===== config.mk =====
export PLATFORM = sky130hd
export DESIGN_NAME = rf_writeback_scheduler
export DESIGN_NICKNAME = d
export VERILOG_FILES = /design/src/rtl/rf_pkg.sv /design/src/rtl/rr_arbiter.sv /design/src/rtl/rf_writeback_scheduler.sv
export SDC_FILE = /design/constraint.sdc
export NUM_CORES = 1
export LEC_CHECK = 0
export CORE_ASPECT_RATIO = 0.7
export CORE_MARGIN = 1
export CORE_UTILIZATION = 45
export CTS_BUF_LIST = sky130_fd_sc_hd__clkbuf_8
export DETAILED_ROUTE_END_ITERATION = 7
export GPL_TIMING_DRIVEN = 0
export PLACE_DENSITY = 0.86
export SETUP_SLACK_MARGIN = 0.2
export SYNTH_ARGS = -nofsm -noshare
export SYNTH_HDL_FRONTEND = slang
export SYNTH_SLANG_ARGS = --single-unit

===== constraint.sdc =====
create_clock -name clk -period 3.1 [get_ports clk]
set_input_delay 0.62 -clock clk [delete_from_list [all_inputs] [get_ports clk]]
set_output_delay 0.62 -clock clk [all_outputs]
set_load 0.05 [all_outputs]

===== src/rtl/rf_pkg.sv =====
// rf_pkg: shared register-file constants and types for the writeback path.
//   XLEN      register data width
//   KEY_W     register index width
//   NUM_REGS  architectural register count (scoreboard width)
//   X0        index of the hardwired-zero register
//   wb_req_t  one writeback request {valid, key, value}
package rf_pkg;

   localparam int unsigned XLEN     = 32;
   localparam int unsigned KEY_W    = 5;
   localparam int unsigned NUM_REGS = 32;
   localparam logic [KEY_W-1:0] X0  = '0;

   typedef struct packed {
      logic             valid;
      logic [KEY_W-1:0] key;
      logic [XLEN-1:0]  value;
   } wb_req_t;

endpackage


===== src/rtl/rr_arbiter.sv =====
// rr_arbiter: combinational round-robin arbiter.
//   req        in   N        request vector
//   ptr        in   IdxW     index granted most recently; search starts at ptr+1
//   grant      out  N        one-hot grant (all zero when no request)
//   grant_idx  out  IdxW     index of the granted requester (0 when no grant)
module rr_arbiter #(
   parameter int unsigned N    = 2,
   parameter int unsigned IdxW = (N > 1) ? $clog2(N) : 1
) (
   input  logic [N-1:0]    req,
   input  logic [IdxW-1:0] ptr,
   output logic [N-1:0]    grant,
   output logic [IdxW-1:0] grant_idx
);

   always_comb begin
      int unsigned idx;
      logic        found;
      grant     = '0;
      grant_idx = '0;
      found     = 1'b0;
      idx       = 0;
      // Visit ptr+1, ptr+2, ..., ptr (wrapping); first active request wins.
      for (int unsigned off = 1; off <= N; off++) begin
         idx = (int'(ptr) + off) % N;
         if (!found && req[idx]) begin
            found      = 1'b1;
            grant[idx] = 1'b1;
            grant_idx  = IdxW'(idx);
         end
      end
   end

endmodule


===== src/rtl/rf_writeback_scheduler.sv =====
// rf_writeback_scheduler: shares the register file write port (portD) between NUM_REQ
// writeback requesters with round-robin valid/ready arbitration, and keeps a busy
// scoreboard that flags RAW/WAW hazards to the issue stage.
//   clk, reset                  clock, synchronous active-low reset
//   req_valid/key/value         per-requester writeback (flattened slices)
//   req_ready                   one-hot grant, transfer on valid & ready
//   rf_portD_enable/key/value   registered write port to the register file
//   rsv_valid, rsv_key          issue stage reserves a destination
//   chk_key1, chk_key2          source registers of the instruction at issue
//   hazard                      combinational stall request
//   busy_mask                   registered scoreboard, bit k = x_k pending
module rf_writeback_scheduler #(
   parameter int unsigned NUM_REQ = 2,
   parameter int unsigned XLEN    = rf_pkg::XLEN,
   parameter int unsigned KEY_W   = rf_pkg::KEY_W
) (
   input  logic                     clk,
   input  logic                     reset,
   input  logic [NUM_REQ-1:0]       req_valid,
   input  logic [NUM_REQ*KEY_W-1:0] req_key,
   input  logic [NUM_REQ*XLEN-1:0]  req_value,
   output logic [NUM_REQ-1:0]       req_ready,
   output logic                     rf_portD_enable,
   output logic [KEY_W-1:0]         rf_portD_key,
   output logic [XLEN-1:0]          rf_portD_value,
   input  logic                     rsv_valid,
   input  logic [KEY_W-1:0]         rsv_key,
   input  logic [KEY_W-1:0]         chk_key1,
   input  logic [KEY_W-1:0]         chk_key2,
   output logic                     hazard,
   output logic [31:0]              busy_mask
);

   import rf_pkg::*;

   localparam int unsigned IdxW = (NUM_REQ > 1) ? $clog2(NUM_REQ) : 1;

   logic [IdxW-1:0]     ptr_q, ptr_d;
   logic [NUM_REQ-1:0]  arb_grant;
   logic [IdxW-1:0]     arb_idx;
   logic                any_grant;
   logic [KEY_W-1:0]    win_key;
   logic [XLEN-1:0]     win_value;
   logic                en_q, en_d;
   logic [KEY_W-1:0]    key_q, key_d;
   logic [XLEN-1:0]     value_q, value_d;
   logic [NUM_REGS-1:0] busy_q, busy_d;

   rr_arbiter #(
      .N    (NUM_REQ),
      .IdxW (IdxW)
   ) u_arb (
      .req       (req_valid),
      .ptr       (ptr_q),
      .grant     (arb_grant),
      .grant_idx (arb_idx)
   );

   // No handshake may complete while reset is held.
   assign req_ready = reset ? arb_grant : '0;
   assign any_grant = |req_ready;

   always_comb begin
      win_key   = '0;
      win_value = '0;
      for (int unsigned i = 0; i < NUM_REQ; i++) begin
         if (req_ready[i]) begin
            win_key   = req_key[i*KEY_W +: KEY_W];
            win_value = req_value[i*XLEN +: XLEN];
         end
      end
   end

   always_comb begin
      ptr_d   = ptr_q;
      en_d    = 1'b0;
      key_d   = key_q;
      value_d = value_q;
      busy_d  = busy_q;
      if (any_grant) begin
         ptr_d = arb_idx;
         // x0 writes complete the handshake but never reach the register file.
         if (win_key != X0) begin
            en_d    = 1'b1;
            key_d   = win_key;
            value_d = win_value;
            busy_d[win_key] = 1'b0;
         end
      end
      // Applied after the clear so a same-cycle reserve keeps the new producer pending.
      if (rsv_valid && rsv_key != X0) begin
         busy_d[rsv_key] = 1'b1;
      end
      busy_d[0] = 1'b0;
   end

   always_ff @(posedge clk) begin
      if (!reset) begin
         ptr_q   <= IdxW'(NUM_REQ - 1);
         en_q    <= 1'b0;
         key_q   <= '0;
         value_q <= '0;
         busy_q  <= '0;
      end else begin
         ptr_q   <= ptr_d;
         en_q    <= en_d;
         key_q   <= key_d;
         value_q <= value_d;
         busy_q  <= busy_d;
      end
   end

   assign rf_portD_enable = en_q;
   assign rf_portD_key    = key_q;
   assign rf_portD_value  = value_q;
   assign busy_mask       = busy_q;

   // busy_q[0] is held at zero, so the x0 terms need no extra qualification.
   assign hazard = busy_q[chk_key1] | busy_q[chk_key2] | (rsv_valid & busy_q[rsv_key]);

   // Issue stage must not reserve a destination that already has a producer outstanding.
   a_rsv_not_busy : assert property (@(posedge clk) disable iff (!reset)
      !(rsv_valid && rsv_key != X0 && busy_q[rsv_key]));

   // A pending request must stay valid and stable until it is granted.
   for (genvar i = 0; i < NUM_REQ; i++) begin : g_hold
      a_req_hold : assert property (@(posedge clk) disable iff (!reset)
         (req_valid[i] && !req_ready[i]) |=>
            (req_valid[i] && $stable(req_key[i*KEY_W +: KEY_W])
                          && $stable(req_value[i*XLEN +: XLEN])));
   end

endmodule


Word level (Yosys, flattened, before mapping)
Index checks and enable logic that the tools add are counted.
{ "op_classes": {"bitwise_logic": 7, "order_cmp": 10, "n_reduce_logical": 12, "n_addsub": 2, "muxes": 32} }
{ "ops": {"columns": ["operator", "count"], "rows": [
  ["$mux W32", 5],
  ["$and A32 B32 Y32", 1],
  ["$not A32 Y32", 1],
  ["$or A32 B32 Y32", 1],
  ["$lt A5 B6 Y1 const B", 4],
  ["$bmux W1 S5", 3],
  ["$mux W1", 15],
  ["$demux W1 S5", 2],
  ["$ge A5 B1 Y1 const B", 2],
  ["$mux W5", 2],
  ["$reduce_bool A5 Y1", 2],
  ["$logic_and A1 B1 Y1", 6],
  ["$mux W2", 3],
  ["$lt A1 B2 Y1 const B", 2],
  ["$reduce_and A2 Y1", 2],
  ["$add A1 B1 Y1 const B", 2],
  ["$demux W1 S1", 2],
  ["$ge A1 B1 Y1 const B", 2],
  ["$or A1 B1 Y1", 2],
  ["$or A2 B2 Y2", 1],
  ["$reduce_or A2 Y1", 1],
  ["$and A1 B1 Y1", 1],
  ["$logic_not A1 Y1", 1]
]} }
{ "totals": {"input_bits": 94, "regBits": 71, "elab_cells": 69} }

Depth between registers and ports, before layout
Gate-level depths: netlist of the first run.
{ "depth": {"ltp_word": 21, "ltp_mapped": 9, "mapped_depth_nobuf": 5} }

Cells and area by module
Synthesis of the first run repeated with hierarchy kept, for this count alone.
{ "hier_totals": {"cells_unflattened": 442, "area_unflattened_um2": 4000.1} }
{ "modules_own_cells": {"columns": ["mod", "cells_per_inst", "seq_area_each_um2", "instances", "area_per_inst_um2"], "rows": [
  ["rf_writeback_scheduler", 438, 1401.3, 1, 3973.8],
  ["rr_arbiter", 4, 0.0, 1, 26.3]
]} }

Worst setup path after synthesis of the first run
OpenSTA, ideal clock, no wires.
{ "synth_timing": {"path_type": "input -> output", "start": "in chk_key1[0]", "end": "out hazard", "path_slack_ps": 23, "arrival_ps": 2457, "t_required_ps": 2480, "path_stages": 6, "path_buffers": 1, "cell_sequence": "clkbuf_1 mux4_2 inv_1 a2111oi_0 or4_1 a211o_1"} }
{ "synth_via": {"elab_chain_len": 4} }
{ "synth_lines": {"columns": ["element", "line_no", "rtl"], "rows": [
  ["start: declaration", "rf_writeback_scheduler.sv:28", "input logic [KEY_W-1:0] chk_key1,"],
  ["$bmux W1 S5", "rf_writeback_scheduler.sv:119", "assign hazard = busy_q[chk_key1] | busy_q[chk_key2] | (rsv_valid & busy_q[rsv_key]);"],
  ["$mux W1 (implied by the code)", "rf_writeback_scheduler.sv:119", null],
  ["$or A1 B1 Y1 (2 in series)", "rf_writeback_scheduler.sv:119", null],
  ["end: declaration", "rf_writeback_scheduler.sv:30", "output logic hazard,"]
]} }
No other way between the ends. The select of a mux whose other input is x is not followed.

Worst setup path in the final report of the first run
{ "layout_timing": {"start": "in chk_key2[1]", "end": "out hazard"} }
{ "layout_via": {"elab_chain_len": 4} }
{ "layout_lines": {"columns": ["element", "line_no", "rtl"], "rows": [
  ["start: declaration", "rf_writeback_scheduler.sv:29", "input logic [KEY_W-1:0] chk_key2,"],
  ["$bmux W1 S5", "rf_writeback_scheduler.sv:119", null],
  ["$mux W1 (implied by the code)", "rf_writeback_scheduler.sv:119", null],
  ["$or A1 B1 Y1 (2 in series)", "rf_writeback_scheduler.sv:119", null]
]} }
No other way between the ends. The select of a mux whose other input is x is not followed.

==> results_dict.tcl, run 1 <==
set metrics [dict create \
    status "complete, but fails checks" \
    violations "setup timing" \
    min_period_ps 3119 \
    required_ps 2480 \
    worstSetupEndpointType "primary output" \
    dp_hpwl_um 11150 \
    route.vias.total 4613 \
    clockRootBuffer "clkbuf_8" \
    p_leak_nw 2.128 \
    die_y_um 81.13 \
    setup_viol 1 \
    cts_tree "built" \
    drt_drc_violations_left 0 \
    crit_type "in -> out" \
    ys_ff_latch 70 \
    maxSlewHeadroom 0.3001 \
    core-area_um2 8548 \
    place.gp.congestion 0.9526 \
    hp-class "reg -> reg" \
    hold_viol 0 \
    netlist_instances 439 \
    overflow 0 \
    antenna_found_initial 0 \
    firstDrtPassIters 8 \
    p_per_area_nw_per_um2 427.1 \
    synth_fp_nets 533 \
    worst_ir_drop_vdd_mv 0.2332 \
    clock_path_buffers 2 \
    min_period_over_period 1.006 \
    rrSetupSlack_ps 920 \
    wl_per_cell_um 20.30 \
    place_inst 716 \
    initial_utilization 0.4709 \
    grt_max_degree 13 \
    cap_violations 0 \
    synth_seq_area_share 0.3482 \
    die_w_um 115.0 \
    grt_first_pass_wirelength_um 22890 \
    port_buffers 157 \
    postRouteWirelength_um 15100 \
    synth.cell_area_um2 4025 \
    clock_sinks 70 \
    track_usage 0.3252 \
    ys_async_sr_fraction 0 \
    final_cells 744 \
    critPathLaunchType "input port" \
    ios 167 \
    rsz0062_at_grt "yes" \
    drive_gt1_frac 0.1811 \
    ant_nets 0 \
    tightest_slew_ps 1048 \
    numCtsBuffers 9 \
    num-nets-final 713 \
    yosys-top-cells-area "dfxtp_1 35%, mux4_2 9.0%, a22oi_1 6.2%, a211oi_2 4.4%, a21oi_1 4.1%" \
    htree_levels 3 \
    cts.clk_slew.worst_paths_ps 70 \
    placed_area_um2 5784 \
    fp.dieArea_um2 9333 \
    synth_edf_count 0 \
    yosys_warnings 0 \
    yosys.area.top_type "dfxtp_1" \
    arrival_ps 2500 \
    stdcell_area_um2 6180 \
    diodes 0 \
    area_growth_pct 53.53 \
    postLayoutSetupSlackWorst_ps -18.66 \
    rows 28 \
    grt_pass1_vias 4423 \
    synth_top_area_share 0.3482 \
    slew_viol_final 0 \
    ys_types 50 \
    crit_fanout 6 \
    synth_ff_type "dfxtp_1" \
    drt-vias-per-instance 6.200 \
    hold_buffers 0 \
    drt_iter0_drc 598 \
    clock-skew-final_ps 6.542 \
    clock_latency_ps 360 \
    fmax_ghz 0.3207 \
    avgSynthCellArea_um2 9.169 \
]
## layer usage
| layer | wire (um) | part of all wire | GRT usage |
|---|---|---|---|
| met1 | 6216 | 0.41 | 0.4347 |
| met2 | 6886 | 0.46 | 0.5018 |
| met3 | 1654 | 0.11 | 0.09403 |
| met4 | 346 | 0.023 | 0.1169 |
| met5 | 0 | 0 | 0 |
## report_power, final
group | internal (W) | switching (W)
sequential | 0.000957 | 0.0000362
combinational | 0.000346 | 0.000504
clock | 0.000448 | 0.000348
## worst paths after layout
path / start / end / cells after the start
max: chk_key2[1] / hazard / 7
max reg2reg: ptr_q / rf_portD_value[19] / 9
min reg2reg: rf_portD_key[2] / rf_portD_key[2] / 2
min: rf_portD_key[2] / rf_portD_key[2] / 2
## worst max-delay path, cell delays in order
cell,delay (ps)
buf_12,90
mux4_2,510
mux2i_2,200
nor3b_1,90
or4_4,500
a211o_4,330
buf_8,150
## cell families after synthesis
| kind of cell | count (synthesis) | synth area share |
|---|---|---|
| flip-flops | 70 | 0.3481 |
| AND/OR/NAND/NOR | 125 | 0.1626 |
| multiplexers | 29 | 0.1250 |
| other | 1 | 0.0009317 |
| AO/OA/AOI/OAI | 158 | 0.3009 |
| buffers and inverters | 56 | 0.06248 |
## metrics by stage
step | power, W | setup TNS (ps) | setup slack, ps | hold slack [ps] | utilization
after floorplan | 0.001505 | 0 | 171.1 | 481.0 | -
after global placement | 0.001802 | -2394 | -990.0 | 438.7 | 0.6767
after detailed placement | 0.001823 | -2553 | -1042 | 441.9 | 0.6767
after CTS | 0.002627 | 0 | 1.463 | 453.7 | 0.7156
after global routing | 0.002741 | -79.03 | -79.03 | 478.4 | 0.7229
final | 0.002640 | -18.66 | -18.66 | 455.0 | 0.7229
## cell usage in the layout, fill, tap and decap left out, types with 4 or more instances in the layout
cell / n
clkinv_2: 4
buf_2: 7
dfxtp_1: 69
clkdlybuf4s50_1: 149
inv_1: 6
a211oi_2: 14
o41ai_1: 16
mux4_2: 16
clkbuf_2: 7
buf_4: 15
nor2b_1: 4
nor3_1: 33
o21ai_0: 17
nand3_1: 11
clkbuf_8: 13
mux2_2: 9
nand2_1: 37
a21oi_1: 33
o21ai_1: 4
a22oi_1: 33
nand2b_1: 6
a211oi_1: 18
nand4b_1: 5
nor2_1: 6
buf_6: 6
clkbuf_1: 20
## sequential cells by signal (all words and copies together) (netlist names)
register	flops
rf_portD_value	32
rf_portD_key	5
ptr_q	1
busy_mask	31
rf_portD_enable	1
## Yosys cell counts, drive strengths merged, types with 3 or more instances
master,n
nor3b,4
and3,4
o21ai,21
and3b,4
a32oi,4
buf,15
nand2b,6
nor2,6
nand3b,3
a21oi,33
mux2,10
clkbuf,35
nand3,11
dfxtp,70
nand4b,5
mux2i,3
o41ai,16
a211oi,32
nor2b,4
a22oi,33
nand2,37
and2,3
nor3,33
mux4,16
inv,6
a32o,3
## timing repair
action / CTS / global route
pin swaps: 7 / 5
gates resized for setup: 54 / 15
gates cloned: 0 / 0
setup endpoints to repair: 3 / 2
endpoints found under the hold margin: 0 / 0
buffers inserted: 6 / 6
## area by class of cell
| cell class | count | area [um2] |
|---|---|---|
| Buffer | 50 | 315.3 |
| Clock buffer | 9 | 123.9 |
| Clock inverter | 7 | 88.84 |
| Fill cell | 666 | 2369 |
| Inverter | 6 | 22.52 |
| Multi-Input combinational cell | 313 | 2424 |
| Sequential cell | 70 | 1403 |
| Tap cell | 120 | 150.1 |
| Timing Repair Buffer | 169 | 1653 |
Note: power is estimated with default switching activity, not from simulation.
==> run 2, diff against run 1 <==
--- a/config.mk
+++ b/config.mk
@@ -10,9 +10,7 @@
 export CORE_UTILIZATION = 45
 export CTS_BUF_LIST = sky130_fd_sc_hd__clkbuf_8
 export DETAILED_ROUTE_END_ITERATION = 7
-export GPL_TIMING_DRIVEN = 0
 export PLACE_DENSITY = 0.86
-export SETUP_SLACK_MARGIN = 0.2
 export SYNTH_ARGS = -nofsm -noshare
 export SYNTH_HDL_FRONTEND = slang
 export SYNTH_SLANG_ARGS = --single-unit
==> run 2 against run 1 <==
Net effect: the run now ends clean; non-clock buffer count shrank 2; power fell by 2.3%; cell count is 0.27% lower; final area up 0.93%; via count rose by 0.72%; fmax increased by 1.6%; sequential power about the same; clock-buffer cell count grew 2; hold slack got worse by 6.9 ps; setup slack improved by 49 ps; clock skew is 1.2 ps higher; critical path type unchanged; largest cell class unchanged.
==> results_dict.tcl, run 2 (synthesis gave the netlist of run 1 again) <==
set metrics [dict create \
    n_fill_cell 643 \
    p_per_area_nw_per_um2 413.3 \
    dp_hpwl_um 11610 \
    slew_viol_final 0 \
    critPathLaunchType "input port" \
    p_int_w 0.001711 \
    cts_tree "built" \
    hold_viol 0 \
    htree_levels 3 \
    stdcell_area_um2 6237 \
    drt_drc_violations_left 0 \
    port_buffers 165 \
    overflow 0 \
    postRouteWirelength_um 15490 \
    die_w_um 115.0 \
    wl_per_cell_um 20.87 \
    min_period_ps 3069 \
    largest_register_ffs 32 \
    worst_ir_drop_vdd_mv 0.2446 \
    clockRootBuffer "clkbuf_8" \
    clock_path_buffers 2 \
    maxSlewHeadroom 0.4628 \
    rows 28 \
    finalSetupTns_ps 0 \
    hold_slack_ps 448.0 \
    antenna_found_initial 0 \
    placed_area_um2 5991 \
    hold_buffers 0 \
    cpPeakStageDelay_ps 540 \
    fin_util 0.7297 \
    cts.clk_slew.worst_paths_ps 70 \
    p_switching_w 0.0008669 \
    place.gp.congestion 0.9490 \
    die_y_um 81.13 \
    worstSetupEndpointType "primary output" \
    p_clk_frac 0.288 \
    firstDrtPassIters 5 \
    crit_type "in -> out" \
    ant_nets 0 \
    drt_iter0_drc 621 \
    numCtsBuffers 9 \
    rrSetupSlack_ps 840 \
    clock_sinks 70 \
    combPwrFrac 0.327 \
    layout_common_cells "151 x clkdlybuf4s50_1, 70 x dfxtp_1, 48 x buf_4" \
    clock_latency_ps 340 \
    cp.buffers_inverters 3 \
    p_total_w 0.002578 \
    route.vias.total 4646 \
    swShare 0.3363 \
    num-nets-final 711 \
    setup_viol 0 \
    final_common_cell "clkdlybuf4s50_1" \
    cp_cell_sequence "clkdlybuf4s15_2, mux4_2, inv_1, a2111oi_0, or4_4, a211o_1, buf_6" \
    crit_fanout 2 \
    fmax_ghz 0.3258 \
    status "completed" \
    diodes 0 \
    tightest_slew_ps 802.8 \
    cap_violations 0 \
    cp_top_family "simple AND/OR/NAND/NOR gates" \
    hp-class "reg -> reg" \
    p_seq_frac 0.386 \
    arrival_ps 2450 \
    ios 167 \
    clock-skew-final_ps 7.730 \
    track_usage 0.3348 \
    min_period_over_period 0.9901 \
    grt_pass1_vias 4473 \
    multi_input_comb_area_um2 2407 \
    seq_area_um2 1401 \
    grt_first_pass_wirelength_um 23600 \
    area_growth_pct 54.96 \
    drive_gt1_frac 0.2026 \
    drt-vias-per-instance 6.261 \
    core-area_um2 8548 \
    fp.dieArea_um2 9333 \
    initial_utilization 0.4709 \
    required_ps 2480 \
    crit_slowest_cell "or4_4" \
    grt_max_degree 39 \
    p_leak_nw 2.200 \
]
[run 2: repair_timing]
action	CTS	global route
endpoints found under the setup margin	1	1
buffers inserted	2	0
hold endpoints to repair	0	0
resized for setup	35	10
pin swaps	11	7
[run 2: final cells by class]
| cell class | instances | area share |
|---|---|---|
| multi-input cells | 313 | 0.3860 |
| repair buffers | 217 | 0.3294 |
| flip-flops and latches | 70 | 0.2247 |
| clock buffers | 11 | 0.02427 |
| well taps | 120 | 0.02407 |
| clock inverters | 5 | 0.008024 |
| inverters | 6 | 0.003611 |
[run 2: metal layers]
| metal | share of wire | wire length (um) | GRT usage |
|---|---|---|---|
| met5 | 0 | 0 | 0 |
| met4 | 0.029 | 446 | 0.1468 |
| met3 | 0.12 | 1871 | 0.1231 |
| met2 | 0.45 | 7015 | 0.5361 |
| met1 | 0.40 | 6153 | 0.4066 |
[run 2: per-stage QoR]
| stage | setup WS (ps) | cells |
|---|---|---|
| final | 30.81 | 742 |
| after detailed placement | -480.6 | 724 |
| after floorplan | 22.56 | 439 |
| after CTS | 6.115 | 742 |
| after global placement | -474.1 | 724 |
| after global routing | -17.23 | 742 |
[run 2: worst paths after layout]
check	start	to	cells past startpoint
worst min-delay path	rf_portD_key[3]	rf_portD_key[3]	2
worst max register to register	ptr_q	busy_mask[15]	5
worst min register to register	rf_portD_key[3]	rf_portD_key[3]	2
worst max-delay path	chk_key2[0]	hazard	7
[run 2: worst reg2reg max path, delay by kind of cell (launching register included)]
kind / cells / cell delay, ps
AO/OA/AOI/OAI: 3 / 930
flip-flops: 1 / 370
AND/OR/NAND/NOR: 2 / 830
[run 2: power by group through the flow]
stage	Combinational, W	Sequential (W)	Clock, W
finish	0.000842	0.000994	0.000741
global route	0.000881	0.00100	0.000782
CTS	0.000834	0.000993	0.000746
detailed placement	0.000827	0.00101	0
global placement	0.000809	0.00101	0
floorplan	0.000295	0.00120	0
